==> src/rtl/arp_pkg.sv <==
// Shared ARP constants and state type used by the reply transmitter and
// the word packing helper.
package arp_pkg;

    localparam logic [15:0] ARP_HTYPE_ETH  = 16'h0001;
    localparam logic [15:0] ARP_PTYPE_IPV4 = 16'h0800;
    localparam logic [7:0]  ARP_HLEN       = 8'd6;
    localparam logic [7:0]  ARP_PLEN       = 8'd4;
    localparam logic [15:0] ARP_OP_REQUEST = 16'h0001;
    localparam logic [15:0] ARP_OP_REPLY   = 16'h0002;
    localparam int          ARP_WORDS      = 7;
    localparam int          ARP_IDX_W      = 3;

    typedef enum logic {
        IDLE,
        SEND
    } arp_state_e;

endpackage

==> src/rtl/arp_word_mux.sv <==
// Combinational packing of an ARP reply into 32-bit words. The sender
// fields are this node, the target fields are the peer being answered.
module arp_word_mux
    import arp_pkg::*;
(
    input  logic [ARP_IDX_W-1:0] idx_i,
    input  logic [47:0]          local_mac_i,
    input  logic [31:0]          local_ip_i,
    input  logic [47:0]          peer_mac_i,
    input  logic [31:0]          peer_ip_i,
    output logic [31:0]          word_o
);

    // Select the word for the given position in the seven-word packet.
    always_comb begin
        word_o = '0;
        case (idx_i)
            3'd0:    word_o = {ARP_HTYPE_ETH, ARP_PTYPE_IPV4};
            3'd1:    word_o = {ARP_HLEN, ARP_PLEN, ARP_OP_REPLY};
            3'd2:    word_o = local_mac_i[47:16];
            3'd3:    word_o = {local_mac_i[15:0], local_ip_i[31:16]};
            3'd4:    word_o = {local_ip_i[15:0], peer_mac_i[47:32]};
            3'd5:    word_o = peer_mac_i[31:0];
            3'd6:    word_o = peer_ip_i;
            default: word_o = '0;
        endcase
    end

endmodule

==> src/rtl/arp_reply_tx.sv <==
// ARP reply transmitter: checks each parsed packet against the request
// match rule for this node and streams a seven-word reply when it matches.
// All stream outputs are registered; the next word is chosen from the
// next-state index so tx_data lines up with tx_valid/tx_last.
module arp_reply_tx
    import arp_pkg::*;
#(
    parameter logic [47:0] LOCAL_MAC = 48'h000A35010203,
    parameter logic [31:0] LOCAL_IP  = 32'hC0A8010A,
    parameter int          CNT_W     = 16
) (
    input  logic             clk,
    input  logic             rst,
    input  logic             req_valid,
    input  logic [15:0]      rx_hdr_type,
    input  logic [15:0]      rx_proto_type,
    input  logic [7:0]       rx_hdr_addr_length,
    input  logic [7:0]       rx_pro_addr_length,
    input  logic [15:0]      rx_operation,
    input  logic [47:0]      rx_send_hdr_addr,
    input  logic [31:0]      rx_send_ip_addr,
    input  logic [31:0]      rx_target_ip_addr,
    output logic [31:0]      tx_data,
    output logic             tx_valid,
    input  logic             tx_ready,
    output logic             tx_last,
    output logic             busy,
    output logic [CNT_W-1:0] reply_cnt,
    output logic [CNT_W-1:0] ignore_cnt,
    output logic [CNT_W-1:0] drop_cnt
);

    localparam logic [ARP_IDX_W-1:0] LAST_IDX = ARP_IDX_W'(ARP_WORDS - 1);
    localparam logic [CNT_W-1:0]     CNT_ONE  = CNT_W'(1);

    arp_state_e             state_q, state_d;
    logic [ARP_IDX_W-1:0]   idx_q, idx_d;
    logic [47:0]            mac_q, mac_d;
    logic [31:0]            ip_q, ip_d;
    logic                   valid_q, valid_d;
    logic                   last_q, last_d;
    logic [31:0]            data_q, data_d;
    logic [CNT_W-1:0]       reply_q, reply_d;
    logic [CNT_W-1:0]       ignore_q, ignore_d;
    logic [CNT_W-1:0]       drop_q, drop_d;
    logic                   is_match;
    logic [31:0]            next_word;

    // Decide whether the presented packet is an ARP request for our IP.
    always_comb begin
        is_match = (rx_hdr_type        == ARP_HTYPE_ETH)  &&
                   (rx_proto_type      == ARP_PTYPE_IPV4) &&
                   (rx_hdr_addr_length == ARP_HLEN)       &&
                   (rx_pro_addr_length == ARP_PLEN)       &&
                   (rx_operation       == ARP_OP_REQUEST) &&
                   (rx_target_ip_addr  == LOCAL_IP);
    end

    // Next-state logic for the reply sequencer and statistics counters.
    always_comb begin
        state_d  = state_q;
        idx_d    = idx_q;
        mac_d    = mac_q;
        ip_d     = ip_q;
        valid_d  = valid_q;
        last_d   = last_q;
        reply_d  = reply_q;
        ignore_d = ignore_q;
        drop_d   = drop_q;
        case (state_q)
            IDLE: begin
                if (req_valid) begin
                    if (is_match) begin
                        state_d = SEND;
                        idx_d   = '0;
                        mac_d   = rx_send_hdr_addr;
                        ip_d    = rx_send_ip_addr;
                        valid_d = 1'b1;
                        last_d  = 1'b0;
                    end else begin
                        ignore_d = ignore_q + CNT_ONE;
                    end
                end
            end
            SEND: begin
                if (req_valid) begin
                    drop_d = drop_q + CNT_ONE;
                end
                if (valid_q && tx_ready) begin
                    if (idx_q == LAST_IDX) begin
                        state_d = IDLE;
                        idx_d   = '0;
                        valid_d = 1'b0;
                        last_d  = 1'b0;
                        reply_d = reply_q + CNT_ONE;
                    end else begin
                        idx_d  = idx_q + 3'd1;
                        last_d = ((idx_q + 3'd1) == LAST_IDX);
                    end
                end
            end
            default: begin
                state_d = IDLE;
                valid_d = 1'b0;
                last_d  = 1'b0;
            end
        endcase
    end

    arp_word_mux u_word_mux (
        .idx_i       (idx_d),
        .local_mac_i (LOCAL_MAC),
        .local_ip_i  (LOCAL_IP),
        .peer_mac_i  (mac_d),
        .peer_ip_i   (ip_d),
        .word_o      (next_word)
    );

    // Drive zero on the data bus whenever no word is being presented.
    always_comb begin
        data_d = valid_d ? next_word : 32'h0;
    end

    // State register; reset aborts any reply in progress.
    always_ff @(posedge clk) begin
        if (rst) begin
            state_q  <= IDLE;
            idx_q    <= '0;
            mac_q    <= '0;
            ip_q     <= '0;
            valid_q  <= 1'b0;
            last_q   <= 1'b0;
            data_q   <= '0;
            reply_q  <= '0;
            ignore_q <= '0;
            drop_q   <= '0;
        end else begin
            state_q  <= state_d;
            idx_q    <= idx_d;
            mac_q    <= mac_d;
            ip_q     <= ip_d;
            valid_q  <= valid_d;
            last_q   <= last_d;
            data_q   <= data_d;
            reply_q  <= reply_d;
            ignore_q <= ignore_d;
            drop_q   <= drop_d;
        end
    end

    assign tx_data    = data_q;
    assign tx_valid   = valid_q;
    assign tx_last    = last_q;
    assign busy       = (state_q != IDLE);
    assign reply_cnt  = reply_q;
    assign ignore_cnt = ignore_q;
    assign drop_cnt   = drop_q;

endmodule

==> config.mk <==
export PLATFORM = sky130hd
export DESIGN_NAME = arp_reply_tx
export DESIGN_NICKNAME = d
export VERILOG_FILES = /design/src/rtl/arp_pkg.sv /design/src/rtl/arp_word_mux.sv /design/src/rtl/arp_reply_tx.sv
export SDC_FILE = /design/constraint.sdc
export NUM_CORES = 1
export LEC_CHECK = 0
export ABC_AREA = 1
export BUFFER_PORTS_ARGS = -buffer_cell sky130_fd_sc_hd__clkbuf_2
export CAP_MARGIN = 30
export CELL_PAD_IN_SITES_DETAIL_PLACEMENT = 1
export CELL_PAD_IN_SITES_GLOBAL_PLACEMENT = 1
export CORE_ASPECT_RATIO = 2
export CORE_MARGIN = 2
export CORE_UTILIZATION = 35
export CTS_CLUSTER_DIAMETER = 50
export DETAILED_ROUTE_END_ITERATION = 10
export PLACE_DENSITY_LB_ADDON = 0.1
export SLEW_MARGIN = 40
export SYNTH_ARGS = -nofsm -noshare
export SYNTH_HDL_FRONTEND = slang
export SYNTH_SLANG_ARGS = --single-unit
==> constraint.sdc <==
create_clock -name clk -period 2.8 [get_ports clk]
set_clock_uncertainty 0.2 [all_clocks]
set_input_delay 0.28 -clock clk [delete_from_list [all_inputs] [get_ports clk]]
set_output_delay 0.28 -clock clk [all_outputs]
set_load 0.005 [all_outputs]
Word-level counts from Yosys, hierarchy flattened
Index checks and enable logic that the tools add are counted.

Shift-type cells: 0. $lt $le $gt $ge: 0. $mul: 0. Reductions and logical operators: 12. Eq/ne operators: 17. Add/sub/neg operators: 4. Bitwise logic cells: 3. Muxes and demuxes: 27. Divide/modulo/power cells: 0.

Operator list (count): $pmux W32 S7 (1); $mux W48 (3); $mux W32 (3); $add A16 B1 Y16 const B (3); $eq A16 B1 Y1 const B (2); $eq A32 B32 Y1 const B (1); $eq A16 B12 Y1 const B (1); $eq A8 B3 Y1 const B (2); $eq A3 B3 Y1 const B (5); $mux W1 (12); $mux W3 (4); $reduce_and A3 Y1 (3); $eq A3 B2 Y1 const B (2); $logic_and A1 B1 Y1 (6); $pmux W1 S2 (3); $pmux W3 S2 (1); $ne A2 B2 Y1 const B (2); $add A3 B1 Y3 const B (1); $eq A3 B1 Y1 const B (1); $logic_not A3 Y1 (1); $not A1 Y1 (3); $ne A2 B1 Y1 const B (1); $reduce_and A2 Y1 (1); $reduce_or A2 Y1 (1).

Bits in latches: 0. RAM bits: 0. Register bits: 166. Logic and storage cells: 73. ROM bits: 0. Input port bits: 180. Output and inout port bits: 83. Memories: 0.

Longest topological paths before layout
Word-level depth: 11. Mapped depth: 17. Mapped depth without buffers: 16.

Cells and area by module
Synthesis repeated with hierarchy kept, for this count alone.

Cell total of the unflattened synthesis: 1627. Area total of the unflattened synthesis: 10065.9 um2.

By module, submodules not included: arp_reply_tx (area each 8453.1 um2, times used 1, cells an instance 1290, seq. area each 3323.2 um2); arp_word_mux (area each 1612.8 um2, times used 1, cells an instance 337, seq. area each 0.0 um2).

Worst setup path after synthesis
No wires, ideal clock.

Kind: reg2reg. Start: reg state_q, in the netlist busy. End: reg reply_q[13], in the netlist reply_cnt[13]. Data arrival time: 1.687 ns. Path slack: 0.782 ns. Buffers on the path: 0. Cell stages (with the launch flop): 11. Data required time: 2.469 ns. Cell sequence: dfxtp_1 > nand3_2 > nor2_4 > nand2_2 > nor2_2 > inv_2 > nor3_4 > nand3_2 > or3_1 > nor2_1 > nor3b_2.

Longest elaborated chain between the ends: 1.

RTL lines: start, declared (RTL line arp_reply_tx.sv:36) `arp_state_e state_q, state_d;`; start signal, assigned (RTL line arp_reply_tx.sv:138) `state_q <= state_d;`; $reduce_and A3 Y1 (no source line); end signal, assigned (RTL line arp_reply_tx.sv:145) `reply_q <= reply_d;`; end, declared (RTL line arp_reply_tx.sv:43) `logic [CNT_W-1:0] reply_q, reply_d;`.

Every way passes these cells. A chain may end at the register's enable or synchronous reset.

Worst setup path in the final report
Start: reg idx_q[2]. End: reg reply_q[12], in the netlist reply_cnt[12].

Longest elaborated chain between the ends: 2.

RTL lines: start, declared (RTL line arp_reply_tx.sv:37) `logic [ARP_IDX_W-1:0] idx_q, idx_d;`; start signal, assigned (RTL line arp_reply_tx.sv:139) `idx_q <= idx_d;`; $eq A3 B3 Y1 (RTL line arp_reply_tx.sv:90) `if (idx_q == LAST_IDX) begin`; $reduce_and A3 Y1 (no source line).

Every way passes these cells.

==> impl_results.md <==
* Number of global-route vias before repair at 8532
* DR WL met3 at 1080 microns
* Top cells by area, synth: dfxtp_1 (44%), nand2_1 (13%), nor2_1 (8.5%)
* Synth cell count leaders: nand2_1 (268), nor2_1 (169), dfxtp_1 (166)
* Ys Warns at 0
* Drt pass-1 iters at 4
* Share of layout cells above drive strength 1 at 26.1%
* Worst skew pair latency at 0.42 ns
* Finished Layout Cells at 1664
* Ys async rst share at 0%
* Peak VDD IR at 0.316 mV
* Cell leakage power at 4.72 nW
* Root Driver: clkbuf_16
* Worst-path clk slew at 0.06 ns
* IO Count at 263
* Core Box Area at 0.0210 sq mm
* Synth top area share at 44.3%
* GR Util All Layers at 23.2%
* Worst min path class: input pin to register
* Final HPWL DP at 19200 microns
* Startpoint types: register
* Min-delay src: rx_send_ip_addr[30]
* Setup Buffers After CTS at 0
* Relative slew slack at 66.3%
* Routed via count at 8032
* Grt ovf at 0
* Most area-hungry cell type in the Yosys netlist: dfxtp_1
* Starting DRT DRC Count at 234
* Crit path arrival time at 2.49 ns
* Initial antenna violation count at 1
* Mapped Cells at 1076
* Worst Hold Depth at 5
* Hold Slack at 0.0209 ns
* Worst Max-Slew Pin Slew at 0.504 ns
* Worst-path fanout max at 6
* Synth cell types at 44
* Final #Nets at 1568
* Critical path data required time at 2.92 ns
* Initial cell density of the core at 35.7%
* DR WL/cell at 15.4 microns
* Synth Register Bits at 166
* Fill cells at 2774
* Die X-Extent at 108 microns
* Top_reg_cell synth: dfxtp_1
* # port buffers at 262
* Largest net degree at the start of global routing at 75
* Post-synthesis sequential area ratio at 44.3%
* Worst setup EP type: register
* CTS tree: done
* Setup TNS at 0 ns
* Post-DR vias/cell at 4.83
* Post-route DRC at 0
* Power Density at 478 mW/mm^2
* Clock sinks at 166
* Met2 wire len at 14000 microns
* CTS Buffer Depth at 2
* Die H at 211 microns
* Pins Over Slew Limit at 0
* R2r startpoint: idx_q[2]$_SDFF_PP0_
* Global-route wire length before repair at 41700 microns
* Highest Signal Layer: met4
* Max cap viols at 0
* Reg2reg path depth at 13
* Final Wtd Congestion at 0.846
* CTS buffer count at 17
* EDFF count, synth at 0
* Cell Area, Synth at 0.00750 sq mm
* Outcome: complete, no violations
* CTS HTree Levels at 4
* Fmax at 0.422 GHz
* Final Hold Vio Count at 0
* Layout area overhead at 36.1%
* # setup viols final at 0
* Placed cells at 1585
* Die Area at 0.0227 sq mm
* Share of the cycle needed by the critical path after routing at 84.6%
* RSZ-0062 raised after global routing: no
* Remaining antenna violation count at 0
* Final WL at 25700 microns
* Crit path launch: idx_q[2]$_SDFF_PP0_
* Syn Nets at 1259
* # rows at 75
* Fin crit period at 2.37 ns
* M1 WL at 9880 microns
* Syn Area/Cell at 6.97 sq um
* Most frequent cell after synthesis: nand2_1
* Crit Path Class: register to register
==> power breakdown <==
group / total, mW / leakage (nW) / internal (mW) / switching (mW)
Combinational: 0.281 / 3.12 / 0.160 / 0.121
Sequential: 2.37 / 1.34 / 2.36 / 0.00253
Clock: 2.23 / 0.257 / 1.29 / 0.940
==> metrics by stage <==
step | setup WS, ns | area [sq um] | total power, mW | utilization [%]
after floorplan | 0.782 | 7500 | 2.48 | -
after global placement | 0.141 | 9170 | 2.64 | 43.6
after detailed placement | 0.136 | 9170 | 2.64 | 43.6
after CTS | 0.155 | 10200 | 4.94 | 48.6
after global routing | 0.0880 | 10200 | 5.05 | 48.6
final | 0.430 | 10200 | 4.88 | 48.6
==> cells by family (layout without fill, tap and decap cells) <==
kind of cell | Yosys count | in the layout | synth area share, %
AND/OR/NAND/NOR | 580 | 580 | 34.0
AO/OA/AOI/OAI | 171 | 171 | 12.2
flip-flops | 166 | 166 | 44.3
buffers and inverters | 148 | 466 | 7.99
XOR/XNOR | 5 | 5 | 0.584
adder cells (fa/ha/maj) | 3 | 3 | 0.500
multiplexers | 3 | 3 | 0.400
other | 0 | 1 | 0
==> worst max-delay path, stage by stage (launching register included) <==
cell	delay, ns
dfxtp_1	0.44
nand3_1	0.21
nor2_4	0.24
nand2_1	0.12
nor2_2	0.11
nand2_1	0.10
nor2_1	0.10
nand3_1	0.10
nor2_1	0.10
nand2_1	0.09
nor3b_2	0.24
nand3_1	0.10
nand2_1	0.08
nor2_1	0.04
==> metal layers <==
metal | track usage (%) | vias to the layer above
met2 | 44.2 | 179
met5 | 0 | -
met4 | 8.71 | 0
met1 | 24.6 | 3767
li1 | - | 4039
met3 | 4.47 | 47
==> repair_timing <==
item / CTS / global route
endpoints found under the hold margin: 50 / 0
gates resized for setup: 0 / 0
hold buffers: 50 / 0
==> sequential cells by signal (all words and copies together), names as in the netlist, 3 cells and up <==
signal      count
idx_q           3
ignore_cnt     16
ip_q           32
mac_q          48
tx_data        32
drop_cnt       16
reply_cnt      16
==> final cells by class <==
type | instances | area (sq um) | area share [%]
diodes | 1 | 2.50 | 0.0245
clock buffers | 19 | 433 | 4.24
clock inverters | 9 | 106 | 1.04
inverters | 104 | 393 | 3.85
multi-input cells | 762 | 3600 | 35.3
flip-flops and latches | 166 | 3320 | 32.5
well taps | 269 | 337 | 3.30
repair buffers | 334 | 2020 | 19.7
==> layout by cell type (no fill, tap or decap), types with 16 or more instances in the layout <==
| cell | n |
|---|---|
| nand2_1 | 268 |
| clkbuf_2 | 261 |
| nor2_1 | 168 |
| dfxtp_1 | 166 |
| inv_1 | 99 |
| a21oi_1 | 85 |
| o21ai_0 | 60 |
| dlygate4sd3_1 | 50 |
| nand3_1 | 49 |
| nand4_1 | 26 |
| or2_2 | 25 |
| buf_4 | 20 |
| clkbuf_16 | 17 |
| o21a_1 | 16 |
==> final timing paths <==
check / to / slack (ns)
setup / recovery: reply_cnt[12]$_SDFFE_PP0P_ / 0.43
hold / removal: ip_q[30]$_SDFF_PP0_ / 0.02
setup reg to reg: reply_cnt[12]$_SDFFE_PP0P_ / 0.43
hold reg to reg: ip_q[8]$_SDFF_PP0_ / 0.27
Note: power is estimated with default switching activity, not from simulation.
